<file path="config.mk">
export PLATFORM = sky130hd
export DESIGN_NAME = fib_bcd_conv
export DESIGN_NICKNAME = d
export VERILOG_FILES = /design/src/rtl/fib_bcd_conv.sv
export SDC_FILE = /design/constraint.sdc
export NUM_CORES = 1
export LEC_CHECK = 0
export ABC_CLOCK_PERIOD_IN_PS = 12800
export BUFFER_PORTS_ARGS = -buffer_cell sky130_fd_sc_hd__buf_2
export CAP_MARGIN = 20
export CORE_ASPECT_RATIO = 1.4
export CORE_UTILIZATION = 45
export CTS_CLUSTER_SIZE = 16
export DETAILED_ROUTE_END_ITERATION = 8
export GPL_ROUTABILITY_DRIVEN = 0
export PLACE_DENSITY = 0.61
export SYNTH_ARGS = -nofsm -noshare
export SYNTH_HDL_FRONTEND = slang
export SYNTH_SLANG_ARGS = --single-unit
</file>
<file path="constraint.sdc">
create_clock -name clk -period 12.8 [get_ports clk]
set_input_delay 3.2 -clock clk [delete_from_list [all_inputs] [get_ports clk]]
set_output_delay 3.2 -clock clk [all_outputs]
set_load 0.02 [all_outputs]
</file>
<file path="src/rtl/fib_bcd_conv.sv">
// Binary-to-packed-BCD converter for Fibonacci results: sequential double-dabble,
// one bit per clock, with valid/ready handshakes on both sides.
module fib_bcd_conv #(
  parameter int unsigned IN_WIDTH = 32,
  parameter int unsigned DIGITS   = 10,
  localparam int unsigned NDW     = $clog2(DIGITS + 1)
) (
  input  logic                  clk,
  input  logic                  rst,
  input  logic [IN_WIDTH-1:0]   bin_in,
  input  logic                  vld_in,
  output logic                  rdy_in,
  output logic [4*DIGITS-1:0]   bcd_out,
  output logic [NDW-1:0]        ndig_out,
  output logic                  vld_out,
  input  logic                  rdy_out
);

  localparam int unsigned BW = 4 * DIGITS;
  localparam int unsigned CW = $clog2(IN_WIDTH + 1);

  typedef enum logic [1:0] {IDLE, SHIFT, DONE} state_t;

  state_t              state;
  logic [BW-1:0]       bcd_acc;
  logic [BW-1:0]       bcd_adj_c;
  logic [IN_WIDTH-1:0] bin_sh;
  logic [CW-1:0]       bit_cnt;
  logic [NDW-1:0]      ndig_c;

  generate
    if (DIGITS * 10 < IN_WIDTH * 3 + 1) begin : g_digits_chk
      $error("fib_bcd_conv: DIGITS too small to hold 2^IN_WIDTH-1");
    end
  endgenerate

  // Add-3 correction on every digit that would overflow past 9 when doubled.
  always_comb begin
    bcd_adj_c = bcd_acc;
    for (int unsigned i = 0; i < DIGITS; i++) begin
      if (bcd_acc[4*i +: 4] >= 4'd5) begin
        bcd_adj_c[4*i +: 4] = bcd_acc[4*i +: 4] + 4'd3;
      end
    end
  end

  // Significant digits: highest nonzero digit index + 1, minimum of one.
  always_comb begin
    ndig_c = NDW'(1);
    for (int unsigned i = 0; i < DIGITS; i++) begin
      if (bcd_acc[4*i +: 4] != 4'd0) begin
        ndig_c = NDW'(i + 1);
      end
    end
  end

  always_ff @(posedge clk or posedge rst) begin
    if (rst) begin
      state    <= IDLE;
      bcd_acc  <= '0;
      bin_sh   <= '0;
      bit_cnt  <= '0;
      bcd_out  <= '0;
      ndig_out <= '0;
      vld_out  <= 1'b0;
      rdy_in   <= 1'b1;
    end else begin
      case (state)
        IDLE: begin
          if (vld_in && rdy_in) begin
            bin_sh  <= bin_in;
            bcd_acc <= '0;
            bit_cnt <= CW'(IN_WIDTH);
            rdy_in  <= 1'b0;
            state   <= SHIFT;
          end
        end
        SHIFT: begin
          if (bit_cnt != '0) begin
            bcd_acc <= {bcd_adj_c[BW-2:0], bin_sh[IN_WIDTH-1]};
            bin_sh  <= bin_sh << 1;
            bit_cnt <= bit_cnt - CW'(1);
          end else begin
            // Final digits are in bcd_acc; latch result and count together.
            bcd_out  <= bcd_acc;
            ndig_out <= ndig_c;
            vld_out  <= 1'b1;
            state    <= DONE;
          end
        end
        DONE: begin
          if (rdy_out) begin
            vld_out <= 1'b0;
            rdy_in  <= 1'b1;
            state   <= IDLE;
          end
        end
        default: begin
          state <= IDLE;
        end
      endcase
    end
  end

endmodule
</file>
-- Yosys cells after proc, flatten, opt, wreduce, memory -nomap -nowiden
Cells that the tools add are included.
- add/subtract/negate cells: 11
- $lt $le $gt $ge: 10
- equal/unequal tests: 6
- muxes and demuxes: 38
- bitwise operators: 1
- reductions and logical operators: 20
- operators by type and width (kind ; count):
    two-way mux 40 bit ; 2
    case mux 40 bit (2 select lines) ; 1
    two-way mux 4 bit ; 17
    two-way mux 32 bit ; 2
    case mux 32 bit (2 select lines) ; 1
    >= comparator 4 x 3 -> 1 bit (second input constant) ; 10
    adder 4 x 2 -> 4 bit (second input constant) ; 9
    nonzero test 4 bit ; 9
    two-way mux 6 bit ; 2
    case mux 6 bit (2 select lines) ; 1
    AND reduction 3 bit ; 4
    two-way mux 2 bit ; 4
    != test 2 bit (second input constant) ; 4
    case mux 2 bit (3 select lines) ; 1
    nonzero test 2 bit ; 3
    nonzero test 6 bit ; 1
    subtractor 6 x 1 -> 6 bit (second input constant) ; 1
    two-way mux 1 bit ; 4
    case mux 1 bit (2 select lines) ; 2
    adder 3 x 2 -> 3 bit (second input constant) ; 1
    two-way mux 3 bit ; 1
    equality test 2 x 1 -> 1 bit (second input constant) ; 1
    equality test 2 bit (second input constant) ; 1
    logical NOT 2 bit ; 1
    other kinds (3) ; 3
- bits in registers: 126
- input port bits: 36
- word-level logic and storage cells: 94

-- Logic depth before layout (Yosys ltp)
Gate-level depths: netlist (run 1).
- depth after elaboration: 10
- gate-level depth with buffers: 8

-- Worst setup path before layout (run 1)
Ideal clock, no wire load.
- kind: input port to flip-flop
- from: input port vld_in
- to: register bcd_acc[39]
- arrival time: 4139 ps
- data required time: 12674 ps
- setup slack: 8535 ps
- cell stages on the path: 5
- path through: nand2b_4 > nor3b_4 > nor2_2 > buf_2 > a221o_1
- longest elaborated chain between the ends: 3
- RTL lines (what ; line ; text):
    start, declared ; 11 ; input logic vld_in,
    logical AND 1 bit ; 70 ; if (vld_in && rdy_in) begin
    != test 2 bit (no source line) ; - ;
    AND reduction 3 bit (no source line) ; - ;
    end signal, assigned ; 80 ; bcd_acc <= {bcd_adj_c[BW-2:0], bin_sh[IN_WIDTH-1]};
    end, declared ; 25 ; logic [BW-1:0] bcd_acc;
Every way passes these cells.
A chain may end at the register's enable or synchronous reset.

-- Final worst setup path (run 1)
- from: register rdy_in
- to: output port rdy_in
- RTL lines (what ; line ; text):
    start, declared ; 12 ; output logic rdy_in,
    start signal, assigned ; 66 ; rdy_in <= 1'b1;
    start signal, assigned ; 74 ; rdy_in <= 1'b0;
    start signal, assigned ; 94 ; rdy_in <= 1'b1;
No word-level cell between the ends.

==> results of run 1 <==
==> area by class of cell <==
class	count	area share
clock buffers	22	0.0661
clock inverters	10	0.0289
inverters	47	0.0249
multi-input cells	344	0.350
flip-flops and latches	126	0.439
well taps	153	0.0267
repair buffers	88	0.0638
==> stage by stage <==
stage	instance area [um^2]	hold WS, ns
floorplan	5980	0.449
global placement	6500	0.460
detailed placement	6500	0.467
CTS	7180	0.479
global route	7180	0.495
finish	7180	0.471
==> kinds of logic after synthesis <==
kind of cell    count (synthesis)  synth area share
compound gates                167             0.184
flops                         126             0.528
xor+xnor                       14            0.0205
fa+ha+maj                      22            0.0461
mux                            43            0.0762
buf+inv                        79            0.0534
simple gates                   98            0.0925
==> registers in the layout (all words and copies together) (netlist names) <==
name / cells
bit_cnt: 6
state: 2
bcd_out: 40
bin_sh: 32
ndig_out: 4
rdy_in: 1
vld_out: 1
bcd_acc: 40
==> cell usage in the layout (no fill, tap or decap), types with 9 or more instances in the layout <==
master | synthesis | routed
nor3b_1 | 12 | 12
mux2_2 | 20 | 20
a32o_1 | 9 | 9
xnor2_1 | 10 | 10
clkbuf_16 | 0 | 17
o32ai_1 | 13 | 13
buf_2 | 15 | 81
inv_1 | 46 | 45
nand3_1 | 21 | 21
a22o_1 | 11 | 11
nand2b_1 | 11 | 11
a21oi_1 | 20 | 20
nor2_1 | 10 | 10
dfrtp_1 | 125 | 125
o21ai_0 | 61 | 61
nand2_1 | 29 | 28
a22oi_1 | 18 | 18
o22ai_1 | 11 | 11
ha_1 | 22 | 22
mux2i_1 | 23 | 23
==> power by group <==
group          leakage, nW  total, mW  internal (mW)  switching (mW)
Sequential            1.67      0.657          0.541           0.116
Clock                0.323      0.550          0.380           0.170
Combinational         1.51      0.607          0.253           0.354
Total                 3.50       1.81           1.17           0.640
==> metal layers <==
layer | wire (um) | vias to the layer above
li1 | - | 2129
met1 | 5620 | 2165
met2 | 6920 | 115
met3 | 564 | 11
met4 | 146 | 0
met5 | 0 | -
==> final timing paths <==
check                         endpoint  depth (start not counted)
min reg2reg                ndig_out[2]                          1
min                        ndig_out[2]                          1
min in group asynchronous    bin_sh[5]                          2
max in group asynchronous     state[1]                          3
max reg2reg                bcd_acc[11]                          6
max                             rdy_in                          1
==> results.json, run 1 <==
{
  "wire_length_of_the_first_global_routing_pass_mm": 22.2,
  "rsz_0062_raised_after_global_routing": "false",
  "crit_required_ns": 9.60,
  "p_leak_nw": 3.50,
  "grt_use_met3": 0.0470,
  "final_util": 0.558,
  "drv.max_cap_violation_count": 0,
  "port-buffer-count": 81,
  "ys_types": 48,
  "worstSkewPairLatency_ns": 0.41,
  "cp_bufs_invs": 1,
  "worst_hold_path_type": "reg2reg",
  "n_fill_cell": 1131,
  "timing.critical_path.cells": "buf_2",
  "max-clock-path-buffers": 2,
  "grt_max_degree": 69,
  "die_width_um": 99.4,
  "synth_commonest_cells": "dfrtp_1, o21ai_0, inv_1, nand2_1, mux2i_1",
  "average_instance_area_after_synthesis_um2": 10.9,
  "post-route-worst-setup-slack_ns": 8.45,
  "worst_path_largest_cell_delay_ns": 0.56,
  "grt-busiest-layer": "met2",
  "dp_slack_ns": 8.00,
  "postRouteAntennaNets": 0,
  "netlist.area_leader.share": 0.523,
  "timing.max_slew.rel_slack": 0.333,
  "post_layout_nonfiller_instances": 790,
  "critical_path.startpoint": "rdy_in",
  "use_met2": 0.348,
  "synth-seq-area-share": 0.528,
  "routed_wire_length_per_instance_um": 16.8,
  "finish.net_count": 682,
  "syn-instance-count": 549,
  "die_outline_area_mm2": 0.0138,
  "numPlacedInstances": 758,
  "cts-hold-fix-buffers": 0,
  "final-setup-viol-count": 0,
  "worst_r2r_startpoint": "state[1]",
  "areaGrowthSynthToFinish_pct": 20.1,
  "synth_async_sr_flop_share": 1.00,
  "power_mw": 1.81,
  "grt_use_met1": 0.255,
  "mean_number_of_vias_per_cell": 5.59,
  "max_clock_freq_ghz": 0.230,
  "cell_at_the_root_of_the_clock_tree": "clkbuf_16",
  "first_global_vias": 4504,
  "numClockSinks": 126,
  "synth_enable_flop_cells": 0,
  "critical-path-top-delay-family": "flip-flops",
  "route.detailed.drc": 0,
  "num_antenna_cells": 0,
  "postCtsSetupRepairBufs": 0,
  "cts_buffers": 17,
  "cell_types_with_the_largest_area_share_after_synthesis": "dfrtp_1, o21ai_0, ha_1, mux2i_1, mux2_2",
  "detailedRoute.firstIterationViolations": 173,
  "globalRoute.totalOverflow": 0,
  "synthMostInstantiatedCell": "dfrtp_1",
  "synth-seq-cells": 126,
  "h-tree-depth": 4,
  "multi_input_area_mm2": 0.00251,
  "worst_hold_startpoint": "ndig_out[2]",
  "worst-setup-path-type": "reg2out",
  "final.period_utilization": 0.339,
  "yosysWarnings": 0,
  "reg_to_reg_slack_setup_ns": 10.16,
  "post-route-min-period_ns": 4.35,
  "grt_antenna_before_repair": 0,
  "share_of_final_layout_standard_cells_stronger_than_drive_strength_1": 0.237,
  "vdd_ir_drop_max_mv": 0.0966,
  "max_fanout_on_critical_path": 5,
  "endpoint_kind": "output port",
  "netlist_area_mm2": 0.00598,
  "cp.arrival_ns": 1.15,
  "setup_tns_ns": 0,
  "synth_top_area_cell": "dfrtp_1",
  "hpwl_mm": 8.49,
  "totalWireLength_mm": 13.3,
  "grtUsageTotal": 0.204,
  "max_slew_violation_count": 0,
  "critical_path.startpoint_type": "register",
  "drt_pass1_iterations": 5,
  "design.core.area_mm2": 0.0129,
  "timing_hold_violations_final": 0,
  "area.sequential_mm2": 0.00315,
  "clk_transition_reported_paths_ns": 0.06,
  "slowest_stage": "dfstp_2",
  "synth.net_count": 607,
  "clock-skew-final_ns": 0.00560,
  "p_per_area_mw_per_mm2": 253,
  "die_y_um": 138,
  "core.rowCount": 49,
  "detailroute.via_count": 4420,
  "cts.repair.resized": 0,
  "start_util": 0.464,
  "tightestPinTransition_ns": 0.998,
  "outcome": "completed",
  "top_level_ports": 82,
  "cts_tree": "built",
  "yosys_most_used_dff": "dfrtp_1"
}
No activity file was read; power rests on OpenSTA's default activity.
==> run 2, diff against run 1 <==
--- a/config.mk
+++ b/config.mk
@@ -5,7 +5,8 @@
 export SDC_FILE = /design/constraint.sdc
 export NUM_CORES = 1
 export LEC_CHECK = 0
-export ABC_CLOCK_PERIOD_IN_PS = 12800
+export ABC_AREA = 1
+export ABC_CLOCK_PERIOD_IN_PS = 3500
 export BUFFER_PORTS_ARGS = -buffer_cell sky130_fd_sc_hd__buf_2
 export CAP_MARGIN = 20
 export CORE_ASPECT_RATIO = 1.4
@@ -13,7 +14,7 @@
 export CTS_CLUSTER_SIZE = 16
 export DETAILED_ROUTE_END_ITERATION = 8
 export GPL_ROUTABILITY_DRIVEN = 0
-export PLACE_DENSITY = 0.61
+export PLACE_DENSITY = 0.63
 export SYNTH_ARGS = -nofsm -noshare
 export SYNTH_HDL_FRONTEND = slang
 export SYNTH_SLANG_ARGS = --single-unit
==> constraint.sdc (replaced) <==
create_clock -name clk -period 3.5 [get_ports clk]
set_input_delay 0.875 -clock clk [delete_from_list [all_inputs] [get_ports clk]]
set_output_delay 0.875 -clock clk [all_outputs]
set_load 0.02 [all_outputs]
==> run 2 against run 1 <==
Utilization is 0.94 points lower. Routed wire length fell by 5.2%. First-iteration DRC count rose by 20%. Sequential power rose by 120%. Non-clock buffer count fell by 2. Final area is 1.2% lower. Critical path depth up 9. Die area rose by 0.51%. Clock skew about the same. Largest power group is now clock. Highest routed layer unchanged.
==> results.json, run 2 <==
{
  "outcome": "completed",
  "cts.repair.resized": 0,
  "first_global_vias": 4716,
  "netlist_area_mm2": 0.00601,
  "drv.max_cap_violation_count": 0,
  "yosys_most_used_dff": "dfrtp_1",
  "cts_tree": "built",
  "max-clock-path-buffers": 2,
  "timing_hold_violations_final": 0,
  "synth_commonest_cells": "nand2_1, dfrtp_1, inv_1, o21ai_0, o21ai_1",
  "final-setup-viol-count": 0,
  "finish.net_count": 796,
  "cell_types_with_the_largest_area_share_after_synthesis": "dfrtp_1, nand2_1, inv_1, o21ai_0, ha_1",
  "synth_enable_flop_cells": 0,
  "cellInternalPower_mw": 2.50,
  "synth.net_count": 722,
  "switching_share": 0.204,
  "routed_wire_length_per_instance_um": 13.5,
  "postRouteAntennaNets": 0,
  "p_leak_nw": 3.47,
  "grtUsageTotal": 0.196,
  "critical-path-top-delay-family": "simple AND/OR/NAND/NOR gates",
  "synth_top_area_cell": "dfrtp_1",
  "slowest_stage": "nand2_4",
  "numClockSinks": 126,
  "grt_antenna_before_repair": 0,
  "hpwl_mm": 8.14,
  "post-route-worst-setup-slack_ns": 1.03,
  "drt_pass1_iterations": 5,
  "layout.cells.most_common_list": "nand2_1, dfrtp_1, inv_1, buf_2, o21ai_0",
  "port-buffer-count": 81,
  "mean_number_of_vias_per_cell": 5.20,
  "totalWireLength_mm": 12.6,
  "die_y_um": 139,
  "worst_hold_path_type": "reg2reg",
  "share_seq_of_total_power": 0.465,
  "share_of_final_layout_standard_cells_stronger_than_drive_strength_1": 0.184,
  "p_per_area_mw_per_mm2": 442,
  "dp_slack_ns": 1.03,
  "crit_required_ns": 3.78,
  "cp_bufs_invs": 2,
  "numPlacedInstances": 897,
  "num_antenna_cells": 0,
  "mostFrequentLayoutCell": "nand2_1",
  "route.detailed.drc": 0,
  "clock_power_share": 0.519,
  "timing.critical_path.cells": "inv_1, ha_1, nand2_1, nor2_2, nand2_2, nand2_4, nand2_4, buf_12, a21oi_1, a21oi_1",
  "power_mw": 3.14,
  "detailedRoute.firstIterationViolations": 207,
  "post-route-cell-area_mm2": 0.00709,
  "cts_buffers": 17,
  "design.core.area_mm2": 0.0129,
  "post-route-min-period_ns": 2.47,
  "worst_r2r_startpoint": "bit_cnt[0]",
  "worstSkewPairLatency_ns": 0.41,
  "synth_async_sr_flop_share": 1.00,
  "average_instance_area_after_synthesis_um2": 9.05,
  "synthMostInstantiatedCell": "nand2_1",
  "grt_max_degree": 127,
  "die_outline_area_mm2": 0.0138,
  "p_comb_frac": 0.016,
  "reported_net_switching_power_mw": 0.640,
  "min_path_cells": 1,
  "synth-seq-cells": 126,
  "post_layout_nonfiller_instances": 928,
  "worst_r2r_endpoint": "bcd_acc[15]",
  "max_slew_violation_count": 0,
  "globalRoute.totalOverflow": 0,
  "areaGrowthSynthToFinish_pct": 18.0,
  "reg_to_reg_slack_setup_ns": 1.03,
  "worst-setup-path-type": "reg2reg",
  "vdd_ir_drop_max_mv": 0.305,
  "postCtsSetupRepairBufs": 0,
  "max_clock_freq_ghz": 0.405,
  "rsz_0062_raised_after_global_routing": "false",
  "synth-seq-area-share": 0.525,
  "start_util": 0.464,
  "largest_registers": "bcd_acc (40), bcd_out (40), bin_sh (32)",
  "ys_types": 30,
  "core.rowCount": 49,
  "critical_path.startpoint_type": "register",
  "clk_transition_reported_paths_ns": 0.05,
  "netlist.area_leader.share": 0.521,
  "endpoint_kind": "register",
  "placement.cell_area_mm2": 0.00655,
  "worst_hold_startpoint": "state[0]",
  "cp.arrival_ns": 2.75,
  "detailroute.via_count": 4826,
  "timing.max_slew.rel_slack": 0.539,
  "n_fill_cell": 1158,
  "h-tree-depth": 4,
  "die_width_um": 99.7,
  "clock-skew-final_ns": 0.00557,
  "syn-instance-count": 664,
  "worst_r2r_path_depth": 10,
  "top_level_ports": 82,
  "final.period_utilization": 0.706,
  "cell_at_the_root_of_the_clock_tree": "clkbuf_16",
  "setup_tns_ns": 0,
  "wire_length_of_the_first_global_routing_pass_mm": 21.4,
  "tightestPinTransition_ns": 0.691,
  "yosysWarnings": 0,
  "cts-hold-fix-buffers": 0,
  "min_to": "state[1]",
  "worst_path_largest_cell_delay_ns": 0.44,
  "max_fanout_on_critical_path": 64
}
## run 2: final cells by class
class	count	area [um^2]	area share
tap	178	223	0.0314
timing repair buffer	86	468	0.0660
clock inverter	7	62.6	0.00882
multi-input combinational	414	2350	0.331
sequential	126	3150	0.445
clock buffer	24	482	0.0679
inverter	93	353	0.0498
## run 2: kinds of logic (layout without fill, tap and decap cells)
family	Yosys count	count (layout)	share of synthesized area
AND/OR/NAND/NOR	179	179	0.129
AO/OA/AOI/OAI	205	205	0.205
XOR/XNOR	8	8	0.0117
flip-flops	126	126	0.525
adder cells (fa/ha/maj)	22	22	0.0458
buffers and inverters	124	210	0.0841
## run 2: worst max path at each step
stage	cells past startpoint	start	slack [ns]	end
after CTS	10	bit_cnt[0]	1.02	bcd_acc[31]
final	10	bit_cnt[0]	1.03	bcd_acc[15]
after detailed placement	10	bit_cnt[0]	1.03	bcd_acc[31]
after global placement	10	bit_cnt[0]	1.14	bcd_acc[11]
after global routing	10	bit_cnt[0]	0.86	bcd_acc[19]
after floorplan	1	rst	1.07	bcd_acc[0]
## run 2: power by group through the flow
stage	sequential [mW]	clock (mW)	combinational [mW]
detailed placement	1.48	0	0.0537
finish	1.46	1.63	0.0504
global placement	1.48	0	0.0524
CTS	1.46	1.66	0.0535
global route	1.46	1.73	0.0593
floorplan	1.48	0	0.0214
## run 2: per-stage QoR
stage | hold WS (ns) | util
floorplan | 0.450 | -
global placement | 0.460 | 0.506
detailed placement | 0.459 | 0.506
CTS | 0.470 | 0.548
global route | 0.486 | 0.548
finish | 0.465 | 0.548
## run 2: layer usage
| layer | part of all wire | track usage | vias up | wire length (um) |
|---|---|---|---|---|
| met5 | 0 | 0 | - | 0 |
| met4 | 0.032 | 0.105 | 0 | 406 |
| met3 | 0.031 | 0.0408 | 33 | 392 |
| met2 | 0.51 | 0.336 | 110 | 6390 |
| met1 | 0.43 | 0.228 | 2297 | 5370 |
| li1 | - | - | 2386 | - |
==> run 3, diff against run 2 <==
--- a/config.mk
+++ b/config.mk
@@ -6,7 +6,7 @@
 export NUM_CORES = 1
 export LEC_CHECK = 0
 export ABC_AREA = 1
-export ABC_CLOCK_PERIOD_IN_PS = 3500
+export ABC_CLOCK_PERIOD_IN_PS = 2470
 export BUFFER_PORTS_ARGS = -buffer_cell sky130_fd_sc_hd__buf_2
 export CAP_MARGIN = 20
 export CORE_ASPECT_RATIO = 1.4
@@ -14,7 +14,7 @@
 export CTS_CLUSTER_SIZE = 16
 export DETAILED_ROUTE_END_ITERATION = 8
 export GPL_ROUTABILITY_DRIVEN = 0
-export PLACE_DENSITY = 0.63
+export PLACE_DENSITY = 0.61
 export SYNTH_ARGS = -nofsm -noshare
 export SYNTH_HDL_FRONTEND = slang
 export SYNTH_SLANG_ARGS = --single-unit
==> constraint.sdc (replaced) <==
create_clock -name clk -period 2.47 [get_ports clk]
set_input_delay 0.6175 -clock clk [delete_from_list [all_inputs] [get_ports clk]]
set_output_delay 0.6175 -clock clk [all_outputs]
set_load 0.02 [all_outputs]
==> run 3 against run 2 <==
Register-to-register slack got worse by 0.27 ns. Combinational power increased by 47%. Critical endpoint is now rdy_in. Via count decreased by 0.56%. Sequential power increased by 42%. Sequential share of layout area decreased by 0.51 points.
==> results.json, run 3 (synthesized netlist as in run 2, its figures left out) <==
{
  "outcome": "completed",
  "top_level_ports": 82,
  "timing_hold_violations_final": 0,
  "port-buffer-count": 81,
  "timing.critical_path.cells": "buf_2",
  "timing.max_slew.rel_slack": 0.604,
  "cts_buffers": 17,
  "worst_hold_slack_ns": 0.205,
  "grtUsageTotal": 0.197,
  "worstSkewPairLatency_ns": 0.42,
  "numPlacedInstances": 901,
  "postCtsSetupRepairBufs": 0,
  "dp_slack_ns": 0.594,
  "core.rowCount": 49,
  "p_leak_nw": 3.50,
  "largest_registers": "bcd_acc (40), bcd_out (40), bin_sh (32)",
  "h-tree-depth": 4,
  "share_of_final_layout_standard_cells_stronger_than_drive_strength_1": 0.187,
  "detailroute.via_count": 4799,
  "worst_path_largest_cell_delay_ns": 0.54,
  "first_global_vias": 4804,
  "numClockSinks": 126,
  "globalRoute.totalOverflow": 0,
  "cp.arrival_ns": 1.11,
  "areaGrowthSynthToFinish_pct": 19.4,
  "worst-setup-path-type": "reg2out",
  "max-clock-path-buffers": 2,
  "hpwl_mm": 8.38,
  "cp_bufs_invs": 1,
  "clock-skew-final_ns": 0.00737,
  "drt_pass1_iterations": 4,
  "post-route-worst-setup-slack_ns": 0.738,
  "finish.net_count": 800,
  "cts.repair.resized": 0,
  "start_util": 0.464,
  "design.core.area_mm2": 0.0129,
  "tightestPinTransition_ns": 0.594,
  "critical-path-top-delay-family": "flip-flops",
  "cell_at_the_root_of_the_clock_tree": "clkbuf_16",
  "final.period_utilization": 0.701,
  "worst_hold_path_type": "in2async",
  "post_layout_nonfiller_instances": 933,
  "die_outline_area_mm2": 0.0138,
  "cts-hold-fix-buffers": 0,
  "detailedRoute.firstIterationViolations": 292,
  "max_fanout_on_critical_path": 3,
  "post-route-min-period_ns": 1.73,
  "n_fill_cell": 1191,
  "p_per_area_mw_per_mm2": 636,
  "crit_required_ns": 1.85,
  "postRouteAntennaNets": 0,
  "endpoint_kind": "output port",
  "layout.cells.most_common_list": "nand2_1, dfrtp_1, inv_1, buf_2, o21ai_0",
  "setup_tns_ns": 0,
  "max_clock_freq_ghz": 0.577,
  "slowest_stage": "dfstp_2",
  "grt_max_degree": 67,
  "critical_path.startpoint_type": "register",
  "wire_length_of_the_first_global_routing_pass_mm": 21.6,
  "route.detailed.drc": 0,
  "num_antenna_cells": 0,
  "mean_number_of_vias_per_cell": 5.14,
  "vdd_ir_drop_max_mv": 0.424,
  "drv.max_cap_violation_count": 0,
  "die_y_um": 139,
  "totalWireLength_mm": 12.5,
  "rsz_0062_raised_after_global_routing": "false",
  "cts_tree": "built",
  "max_slew_violation_count": 0,
  "clk_transition_reported_paths_ns": 0.06,
  "final-setup-viol-count": 0,
  "routed_wire_length_per_instance_um": 13.4,
  "mostFrequentLayoutCell": "nand2_1",
  "grt_antenna_before_repair": 0,
  "die_width_um": 99.7
}
[run 3: changes by cell type in the layout (fill, tap and decap cells not counted), sizes merged]
| cell | before | now |
|---|---|---|
| buf | 86 | 90 |
| bufinv | 1 | 2 |
| clkbuf | 24 | 26 |
| clkinv | 5 | 3 |
[run 3: power breakdown]
group          internal, mW  total (mW)  leakage, nW  switching (mW)
combinational        0.0259      0.0742         1.67          0.0483
sequential             2.07        2.07         1.56               0
clock                  1.56        2.42        0.278           0.864
total                  3.65        4.56         3.50           0.912
[run 3: area by class of cell]
type                            count  area, um^2  share of cell area
Sequential cell                   126        3150               0.440
Multi-Input combinational cell    414        2350               0.327
Timing Repair Buffer               90         523              0.0729
Clock buffer                       26         489              0.0682
Inverter                           93         353              0.0492
Tap cell                          178         223              0.0310
Clock inverter                      6        82.6              0.0115
[run 3: routing by layer]
layer	global-route usage	share of wire	vias to the layer above
met5	0	0	-
met1	0.225	0.43	2281
met2	0.346	0.51	94
met3	0.0383	0.030	30
li1	-	-	2394
met4	0.104	0.028	0
[run 3: worst paths after layout]
| kind | start | endpoint | slack (ns) | cells past startpoint |
|---|---|---|---|---|
| setup / recovery | rdy_in | rdy_in | 0.74 | 1 |
| hold / removal | rst | bcd_out[29] | 0.21 | 2 |
| setup reg to reg | bit_cnt[0] | bit_cnt[5] | 0.76 | 11 |
| hold reg to reg | state[0] | state[1] | 0.47 | 1 |
| max in group asynchronous | rst | bin_sh[6] | 1.60 | 3 |
| min in group clk | rdy_out | state[1] | 0.40 | 2 |
[run 3: stage by stage]
| stage | utilization | instance area (um^2) | total power [mW] |
|---|---|---|---|
| 6_report | 0.555 | 7170 | 4.56 |
| 5_1_grt | 0.555 | 7170 | 4.71 |
| 4_1_cts | 0.555 | 7170 | 4.62 |
| 3_5_place_dp | 0.510 | 6600 | 2.18 |
| 3_3_place_gp | 0.510 | 6600 | 2.18 |
| 2_1_floorplan | - | 6010 | 2.13 |
